--- src/rtl/mips_mc_ctrl.sv ---
// Multi-cycle MIPS control unit: Moore FSM sequencing fetch, decode, execute, memory and
// writeback over a shared-memory datapath, with a variable-latency memory handshake, a wait
// timeout and a sticky error state.
// Optional feature macro: MIPS_MC_BNE_EN adds bne (op 000101), executed through BEQEX.
module mips_mc_ctrl #(
    parameter int unsigned TIMEOUT_CYC = 16,
    parameter int unsigned CNT_W       = 5
) (
    input  logic       clk,
    input  logic       reset,
    input  logic [5:0] op,
    input  logic [5:0] funct,
    input  logic       zero,
    input  logic       mem_ready,
    output logic       pcen,
    output logic       iord,
    output logic       memread,
    output logic       memwrite,
    output logic       irwrite,
    output logic       regdst,
    output logic       memtoreg,
    output logic       regwrite,
    output logic       alusrca,
    output logic [1:0] alusrcb,
    output logic [1:0] pcsrc,
    output logic [2:0] alucontrol,
    output logic       err,
    output logic [3:0] state
);

    typedef enum logic [3:0] {
        StRst    = 4'd0,
        StFetch  = 4'd1,
        StDecode = 4'd2,
        StMemAdr = 4'd3,
        StMemRd  = 4'd4,
        StMemWb  = 4'd5,
        StMemWr  = 4'd6,
        StRtEx   = 4'd7,
        StRtWb   = 4'd8,
        StBeqEx  = 4'd9,
        StAddiEx = 4'd10,
        StAddiWb = 4'd11,
        StJEx    = 4'd12,
        StErr    = 4'd13
    } state_e;

    localparam logic [5:0] OpRtype = 6'b000000;
    localparam logic [5:0] OpLw    = 6'b100011;
    localparam logic [5:0] OpSw    = 6'b101011;
    localparam logic [5:0] OpBeq   = 6'b000100;
    localparam logic [5:0] OpBne   = 6'b000101;
    localparam logic [5:0] OpAddi  = 6'b001000;
    localparam logic [5:0] OpJ     = 6'b000010;

    localparam logic [5:0] FnAdd = 6'b100000;
    localparam logic [5:0] FnSub = 6'b100010;
    localparam logic [5:0] FnAnd = 6'b100100;
    localparam logic [5:0] FnOr  = 6'b100101;
    localparam logic [5:0] FnSlt = 6'b101010;

    // Wraps harmlessly when TIMEOUT_CYC is 0; the comparison is disabled in that case.
    localparam logic [CNT_W-1:0] TimeoutLast = CNT_W'(TIMEOUT_CYC - 1);

    state_e           state_q, state_d;
    logic [CNT_W-1:0] cnt_q, cnt_d;
    // Remembers lw/sw from DECODE so MEMADR does not need op again.
    logic             is_sw_q, is_sw_d;
`ifdef MIPS_MC_BNE_EN
    logic             is_bne_q, is_bne_d;
`endif
    logic             funct_ok;
    logic             timeout_hit;
    logic             waiting;

    // Supported R-type functions and wait-state timeout detection.
    always_comb begin
        funct_ok    = (funct == FnAdd) || (funct == FnSub) || (funct == FnAnd) ||
                      (funct == FnOr)  || (funct == FnSlt);
        waiting     = (state_q == StFetch) || (state_q == StMemRd) || (state_q == StMemWr);
        timeout_hit = (TIMEOUT_CYC != 0) && (cnt_q == TimeoutLast) && !mem_ready;
    end

    // State register, timeout counter and decode-time instruction flags.
    always_ff @(posedge clk or negedge reset) begin
        if (!reset) begin
            state_q  <= StRst;
            cnt_q    <= '0;
            is_sw_q  <= 1'b0;
`ifdef MIPS_MC_BNE_EN
            is_bne_q <= 1'b0;
`endif
        end else begin
            state_q  <= state_d;
            cnt_q    <= cnt_d;
            is_sw_q  <= is_sw_d;
`ifdef MIPS_MC_BNE_EN
            is_bne_q <= is_bne_d;
`endif
        end
    end

    // Next-state logic; memory waits fall into ERR once the timeout expires.
    always_comb begin
        state_d  = state_q;
        is_sw_d  = is_sw_q;
`ifdef MIPS_MC_BNE_EN
        is_bne_d = is_bne_q;
`endif
        unique case (state_q)
            StRst:   state_d = StFetch;
            StFetch: begin
                if (mem_ready)        state_d = StDecode;
                else if (timeout_hit) state_d = StErr;
            end
            StDecode: begin
                is_sw_d = (op == OpSw);
`ifdef MIPS_MC_BNE_EN
                is_bne_d = (op == OpBne);
`endif
                case (op)
                    OpLw, OpSw: state_d = StMemAdr;
                    OpRtype:    state_d = funct_ok ? StRtEx : StErr;
                    OpBeq:      state_d = StBeqEx;
`ifdef MIPS_MC_BNE_EN
                    OpBne:      state_d = StBeqEx;
`endif
                    OpAddi:     state_d = StAddiEx;
                    OpJ:        state_d = StJEx;
                    default:    state_d = StErr;
                endcase
            end
            StMemAdr: state_d = is_sw_q ? StMemWr : StMemRd;
            StMemRd: begin
                if (mem_ready)        state_d = StMemWb;
                else if (timeout_hit) state_d = StErr;
            end
            StMemWr: begin
                if (mem_ready)        state_d = StFetch;
                else if (timeout_hit) state_d = StErr;
            end
            StMemWb, StRtWb, StBeqEx, StAddiWb, StJEx: state_d = StFetch;
            StRtEx:   state_d = StRtWb;
            StAddiEx: state_d = StAddiWb;
            default:  state_d = StErr;
        endcase

        // Counter restarts on any state change, counts only not-ready wait cycles.
        cnt_d = cnt_q;
        if (state_d != state_q)        cnt_d = '0;
        else if (waiting && !mem_ready) cnt_d = cnt_q + CNT_W'(1);
    end

    // Moore outputs per state; pcen/irwrite in FETCH and pcen in BEQEX also see the inputs.
    always_comb begin
        pcen       = 1'b0;
        iord       = 1'b0;
        memread    = 1'b0;
        memwrite   = 1'b0;
        irwrite    = 1'b0;
        regdst     = 1'b0;
        memtoreg   = 1'b0;
        regwrite   = 1'b0;
        alusrca    = 1'b0;
        alusrcb    = 2'b00;
        pcsrc      = 2'b00;
        alucontrol = 3'b000;
        err        = 1'b0;
        unique case (state_q)
            StFetch: begin
                memread    = 1'b1;
                alusrcb    = 2'b01;
                alucontrol = 3'b010;
                pcen       = mem_ready;
                irwrite    = mem_ready;
            end
            StDecode: begin
                alusrcb    = 2'b11;
                alucontrol = 3'b010;
            end
            StMemAdr, StAddiEx: begin
                alusrca    = 1'b1;
                alusrcb    = 2'b10;
                alucontrol = 3'b010;
            end
            StMemRd: begin
                iord    = 1'b1;
                memread = 1'b1;
            end
            StMemWb: begin
                memtoreg = 1'b1;
                regwrite = 1'b1;
            end
            StMemWr: begin
                iord     = 1'b1;
                memwrite = 1'b1;
            end
            StRtEx: begin
                alusrca = 1'b1;
                case (funct)
                    FnAdd:   alucontrol = 3'b010;
                    FnSub:   alucontrol = 3'b110;
                    FnAnd:   alucontrol = 3'b000;
                    FnOr:    alucontrol = 3'b001;
                    FnSlt:   alucontrol = 3'b111;
                    default: alucontrol = 3'b000;
                endcase
            end
            StRtWb: begin
                regdst   = 1'b1;
                regwrite = 1'b1;
            end
            StBeqEx: begin
                alusrca    = 1'b1;
                alucontrol = 3'b110;
                pcsrc      = 2'b01;
`ifdef MIPS_MC_BNE_EN
                pcen       = is_bne_q ? ~zero : zero;
`else
                pcen       = zero;
`endif
            end
            StAddiWb: regwrite = 1'b1;
            StJEx: begin
                pcsrc = 2'b10;
                pcen  = 1'b1;
            end
            StErr:   err = 1'b1;
            default: ;
        endcase
    end

    assign state = state_q;

endmodule

--- config.mk ---
export PLATFORM = sky130hd
export DESIGN_NAME = mips_mc_ctrl
export DESIGN_NICKNAME = d
export VERILOG_FILES = /design/src/rtl/mips_mc_ctrl.sv
export SDC_FILE = /design/constraint.sdc
export NUM_CORES = 1
export LEC_CHECK = 0
export CAP_MARGIN = 20
export CORE_ASPECT_RATIO = 1.25
export CORE_MARGIN = 1.5
export CORE_UTILIZATION = 25
export DETAILED_ROUTE_END_ITERATION = 10
export GPL_TIMING_DRIVEN = 0
export PLACE_DENSITY = 0.46
export SETUP_SLACK_MARGIN = 0.02
export SLEW_MARGIN = 15
export SYNTH_ARGS = -nofsm -noshare
export SYNTH_HDL_FRONTEND = slang
export SYNTH_SLANG_ARGS = --single-unit
export TNS_END_PERCENT = 10
--- constraint.sdc ---
create_clock -name clk -period 5 [get_ports clk]
set_clock_uncertainty 0.1 [all_clocks]
set_input_delay 1 -clock clk [delete_from_list [all_inputs] [get_ports clk]]
set_output_delay 1 -clock clk [all_outputs]
set_load 0.02 [all_outputs]
Yosys cells after proc, flatten, opt, wreduce, memory -nomap -nowiden
Cells that the tools add are included.
Operators by class
  mux-type cells: 24
  add/sub/neg operators: 1
  equal/unequal tests: 25
  reductions and logical operators: 20
Operators with widths (count)
  6-bit == test, second input constant: 7
  4-bit one-hot mux with 8 select lines: 1
  4-bit == test, second input constant: 6
  4-bit two-way mux: 5
  4-bit one-hot mux with 5 select lines: 1
  4-bit by 3-bit == test with 1-bit output, second input constant: 4
  3-bit one-hot mux with 4 select lines: 1
  5-bit two-way mux: 2
  1-bit two-way mux: 9
  3-bit one-hot mux with 3 select lines: 1
  4-bit by 2-bit == test with 1-bit output, second input constant: 2
  2-bit OR reduction: 4
  4-bit OR reduction: 2
  6-bit by 2-bit == test with 1-bit output, second input constant: 1
  6-bit by 3-bit == test with 1-bit output, second input constant: 1
  6-bit by 4-bit == test with 1-bit output, second input constant: 1
  6-bit logical NOT: 1
  1-bit logical OR: 6
  2-bit one-hot mux with 3 select lines: 1
  6-bit OR reduction: 1
  5-bit by 1-bit adder with 5-bit output, second input constant: 1
  5-bit by 4-bit == test with 1-bit output, second input constant: 1
  4-bit by 1-bit == test with 1-bit output, second input constant: 1
  4-bit logical NOT: 1
  other kinds (8): 9
Word-level totals
  logic and storage cells: 73
  bits of input ports: 16
  output and inout port bits: 21
  register bits: 10

Longest topological paths before layout
  depth in word-level cells: 10
  mapped depth: 8
  gate-level depth less buffers: 8

Worst setup path before layout
OpenSTA, ideal clock, no wires.
  kind: register -> output
  from: register state_q[1], in the netlist state[1]
  to: output port pcen
  slack: 1.802 ns
  data required time: 3.900 ns
  stages on the path, launching flop included: 6
  path buffers: 1
  arrival: 2.098 ns
  cell sequence: dfrtp_1 > clkbuf_1 > inv_1 > nand2_1 > nor4b_1 > a211o_1
Between the ends
  word-level cells in the longest chain between the ends: 2
  elaborated cells between the ends (all ways): 4
  those cells by class: eq/ne: 3; mux: 1
RTL lines
  start: declaration: line 65  | state_e state_q, state_d;
  start signal: assignment: line 87  | state_q <= StRst;
  start signal: assignment: line 94  | state_q <= state_d;
  4-bit == test / 4-bit by 1-bit == test with 1-bit output (equally long branches): line 169  | unique case (state_q)
  1-bit one-hot mux with 3 select lines (*): line 169
  end: declaration: line 15  | output logic pcen,
Mark *: on every way between the ends. The rest lies on a longest branch, timed or not.

Final worst setup path
  from: input port funct[2]
  to: output port alucontrol[0]
Between the ends
  word-level cells in the longest chain between the ends: 3
  elaborated cells between the ends (all ways): 6
  those cells by class: eq/ne: 4; mux: 2
RTL lines
  start: declaration: line 12  | input logic [5:0] funct,
  6-bit == test: line 200  | case (funct)
  3-bit one-hot mux with 4 select lines (*): line 200
  3-bit one-hot mux with 3 select lines (*): line 169
  end: declaration: line 26  | output logic [2:0] alucontrol,
Marked as above.

==> key figures <==
Status
  – Status: complete, no violations

Critical path
  – Worst R2R Start: state[2]
  – Worst reg-to-reg setup slack: 2.76 ns
  – Setup crit start: funct[2]
  – Critical Path RT: 3.90 ns
  – Most Frequent Cell on Critical Path: clkdlybuf4s50_1
  – Cell family with most CP delay: buffers and inverters
  – WP data arrival: 2.83 ns
  – Crit path kind: in2out
  – Worst path buffer plus inverter count: 2
  – Worst Setup End Kind: output port
  – CP peak stage delay: 0.65 ns
  – Crit start category: input pin
  – Critical path cell sequence: clkdlybuf4s50_1 > nor4bb_1 > a31oi_1 > nor4_1 > clkdlybuf4s50_1
  – Max stage delay cell, worst path: clkdlybuf4s50_1
  – CP Max Fanout: 4

Worst hold path
  – Hold Crit Start: is_sw_q
  – Worst min path class: reg2reg

Placed design
  – Port Buffer Count: 36
  – Cell count after placement: 241
  – HPWL after DPL: 2627 µm
  – Gp weighted congestion: 0.8265

Route
  – Routed len/inst: 13.64 µm
  – DR vias/cell: 4.922
  – Via count: 1,206
  – Starting DRT DRC Count: 54
  – Final WL: 3342 µm
  – Drt pass-1 iters: 4
  – Post-route ant nets: 0
  – Post-route DRC: 0

Logic synthesis
  – Synthesized area per cell: 7.788 µm²
  – Ys async rst share: 100.0%
  – Top_reg_cell synth: dfrtp_1
  – Seq/Total Area, Yosys: 21.86%
  – #FFs+latches synth: 10
  – Gate Count Post-Synth: 147
  – Synth cell types: 49
  – Ys Warns: 0
  – Mapped Area: 1145 µm²
  – Post-synth EDFFs: 0
  – Post-Syn Nets: 165

Layout
  – Filler Cell Count: 468
  – # diodes: 0
  – Sequential cell area: 250.2 µm²
  – Share of cells above drive strength 1: 10.16%
  – Final non-filler cell total: 245
  – Multi-input logic area: 840.8 µm²
  – Layout Nets: 206
  – Synth-to-Final Area Change: 42.62%

Clock network
  – Post-CTS setup buffers: 0
  – CTS tree: done
  – H-tree depth: 1
  – Clk buf depth: 2
  – Num CTS Buffers: 3
  – CTS sink count: 10
  – CTS Hold Bufs: 0
  – # resized after CTS: 0
  – Clock slew at reported path FFs: 0.04 ns
  – Clock Latency Late Sink: 0.23 ns
  – CTS root buffer: clkbuf_8

Pwr
  – Peak VDD IR: 0.0002779 V
  – Design Power: 0.0008980 W
  – PD cells: 550.0 nW/µm²
  – Pleak: 0.6180 nW

STA
  – Final Setup Violations: 0
  – RSZ-0062 raised after global routing: false
  – Minimum clock period: 3.928 ns
  – Max frequency: 254.6 MHz
  – Worst-Margin Slew: 0.5141 ns
  – Slew Limit Headroom: 65.50%
  – Final hold vios: 0
  – Fin Setup TNS: 0 ns
  – Period utilization: 78.56%
  – Fin. max-slew vios: 0

Die
  – Core area: 4392 µm²
  – Die ar.: 4997 µm²
  – DIE WIDTH: 63.53 µm
  – Std-Cell Rows: 27
  – Top-Level Pins: 37
  – Initial core utilization: 26.07%
  – Die Y: 78.66 µm

Global route
  – Initial antenna violation count: 0
  – Vias in the first global route: 1,130
  – Total GRT Usage: 14.02%
  – Gr ovfl total: 0
  – Largest net degree at the start of global routing: 11
  – First-pass GRT wire length: 5637 µm

Job
  – Max-Cap Viols: 0
per-stage QoR:
step | util (%) | hold WS [ns] | area (µm²) | setup WS, ns
6_report | 37.18 | 0.4279 | 1633 | 1.072
5_1_grt | 37.18 | 0.4660 | 1633 | 0.9070
4_1_cts | 37.18 | 0.4254 | 1633 | 1.054
3_5_place_dp | 35.93 | 0.4157 | 1578 | 1.050
3_3_place_gp | 35.93 | 0.4140 | 1578 | 1.084
2_1_floorplan | - | 0.3653 | 1145 | 1.802
flip-flops by register name, summed over array words and instances (netlist names):
name and count:
cnt_q 5, is_sw_q 1, state 4
worst min-delay path, delay by kind of cell, from the launching register on:
kind | cells | cell delay [ns]
AO/OA/AOI/OAI | 1 | 0.07
flip-flops | 1 | 0.37
AND/OR/NAND/NOR | 1 | 0.05
final cells by class:
type / count / area share, %
Tap cell: 58 / 4.444
Buffer: 10 / 2.375
Timing Repair Buffer: 36 / 22.07
Clock buffer: 4 / 3.372
Sequential cell: 10 / 15.33
Inverter: 4 / 0.9195
Multi-Input combinational cell: 123 / 51.49
final timing paths:
check / cells after the start / end
worst min-delay path: 2 / is_sw_q
worst max register to register: 6 / cnt_q[1]
max in group asynchronous: 1 / state[3]
min in group asynchronous: 1 / cnt_q[2]
worst min register to register: 2 / is_sw_q
worst max-delay path: 5 / alucontrol[0]
metal layers:
layer  share of wire, %  track usage, %  vias to the layer above
li1                   -               -                      622
met1                 48           19.25                      554
met2                 48           23.16                       28
met3                3.2           1.862                        2
met4               0.54           3.261                        0
met5                  0               0                        -
placed cells by master, fill, tap and decap left out, types with 3 or more instances in the layout:
| master | synthesis | layout |
|---|---|---|
| nor3_2 | 5 | 5 |
| o21ai_1 | 4 | 4 |
| a211o_1 | 3 | 3 |
| nand2b_1 | 8 | 8 |
| clkbuf_1 | 6 | 6 |
| nor2b_1 | 5 | 5 |
| nor3_1 | 3 | 3 |
| inv_1 | 4 | 4 |
| o31ai_1 | 3 | 3 |
| o21ai_0 | 6 | 6 |
| nand3_1 | 3 | 3 |
| mux2i_1 | 3 | 3 |
| nor4_1 | 3 | 3 |
| nand2_1 | 8 | 8 |
| buf_1 | 3 | 3 |
| dfrtp_1 | 10 | 10 |
| clkdlybuf4s50_1 | 0 | 36 |
| a21oi_1 | 7 | 7 |
| xnor2_1 | 4 | 4 |
| nor2_1 | 19 | 19 |
| clkbuf_8 | 0 | 4 |
cells in the mapped netlist (2+ instances only):
| library cell | n | area [µm²] |
|---|---|---|
| mux2i_1 | 3 | 30.03 |
| and3_1 | 2 | 12.51 |
| o31ai_1 | 3 | 22.52 |
| a21oi_1 | 7 | 35.03 |
| a32o_1 | 2 | 20.02 |
| nand2b_1 | 8 | 50.05 |
| nor3b_1 | 2 | 15.01 |
| buf_1 | 3 | 11.26 |
| nand3b_1 | 2 | 15.01 |
| nor2_1 | 19 | 71.32 |
| inv_1 | 4 | 15.01 |
| a211o_1 | 3 | 26.28 |
| nor2b_1 | 5 | 31.28 |
| xnor2_1 | 4 | 35.03 |
| o211ai_1 | 2 | 15.01 |
| o21ai_0 | 6 | 30.03 |
| xor2_1 | 2 | 17.52 |
| nor3_1 | 3 | 15.01 |
| nor3_2 | 5 | 50.05 |
| nor4_1 | 3 | 18.77 |
| nor4b_1 | 2 | 17.52 |
| o21ai_1 | 4 | 20.02 |
| dfrtp_1 | 10 | 250.2 |
| a21o_1 | 2 | 15.01 |
| clkbuf_1 | 6 | 22.52 |
| nand3_1 | 3 | 15.01 |
| nand2_1 | 8 | 30.03 |
| ha_1 | 2 | 25.02 |
| a21boi_0 | 2 | 15.01 |
power by group:
| part | switching (W) | internal [W] | leakage, nW | total, W |
|---|---|---|---|---|
| clock network | 0.0000288 | 0.0000690 | 0.0288 | 0.0000978 |
| logic | 0.000395 | 0.000281 | 0.455 | 0.000675 |
| registers | 0.0000233 | 0.000102 | 0.134 | 0.000125 |
| total | 0.000447 | 0.000451 | 0.618 | 0.000898 |
logic make-up after synthesis:
| group | after synthesis | synth area share, % |
|---|---|---|
| XOR/XNOR | 6 | 4.590 |
| buffers and inverters | 14 | 4.698 |
| AND/OR/NAND/NOR | 69 | 36.72 |
| multiplexers | 4 | 3.607 |
| adder cells (fa/ha/maj) | 2 | 2.185 |
| AO/OA/AOI/OAI | 42 | 26.34 |
| flip-flops | 10 | 21.86 |
Note: power is estimated with default switching activity, not from simulation.
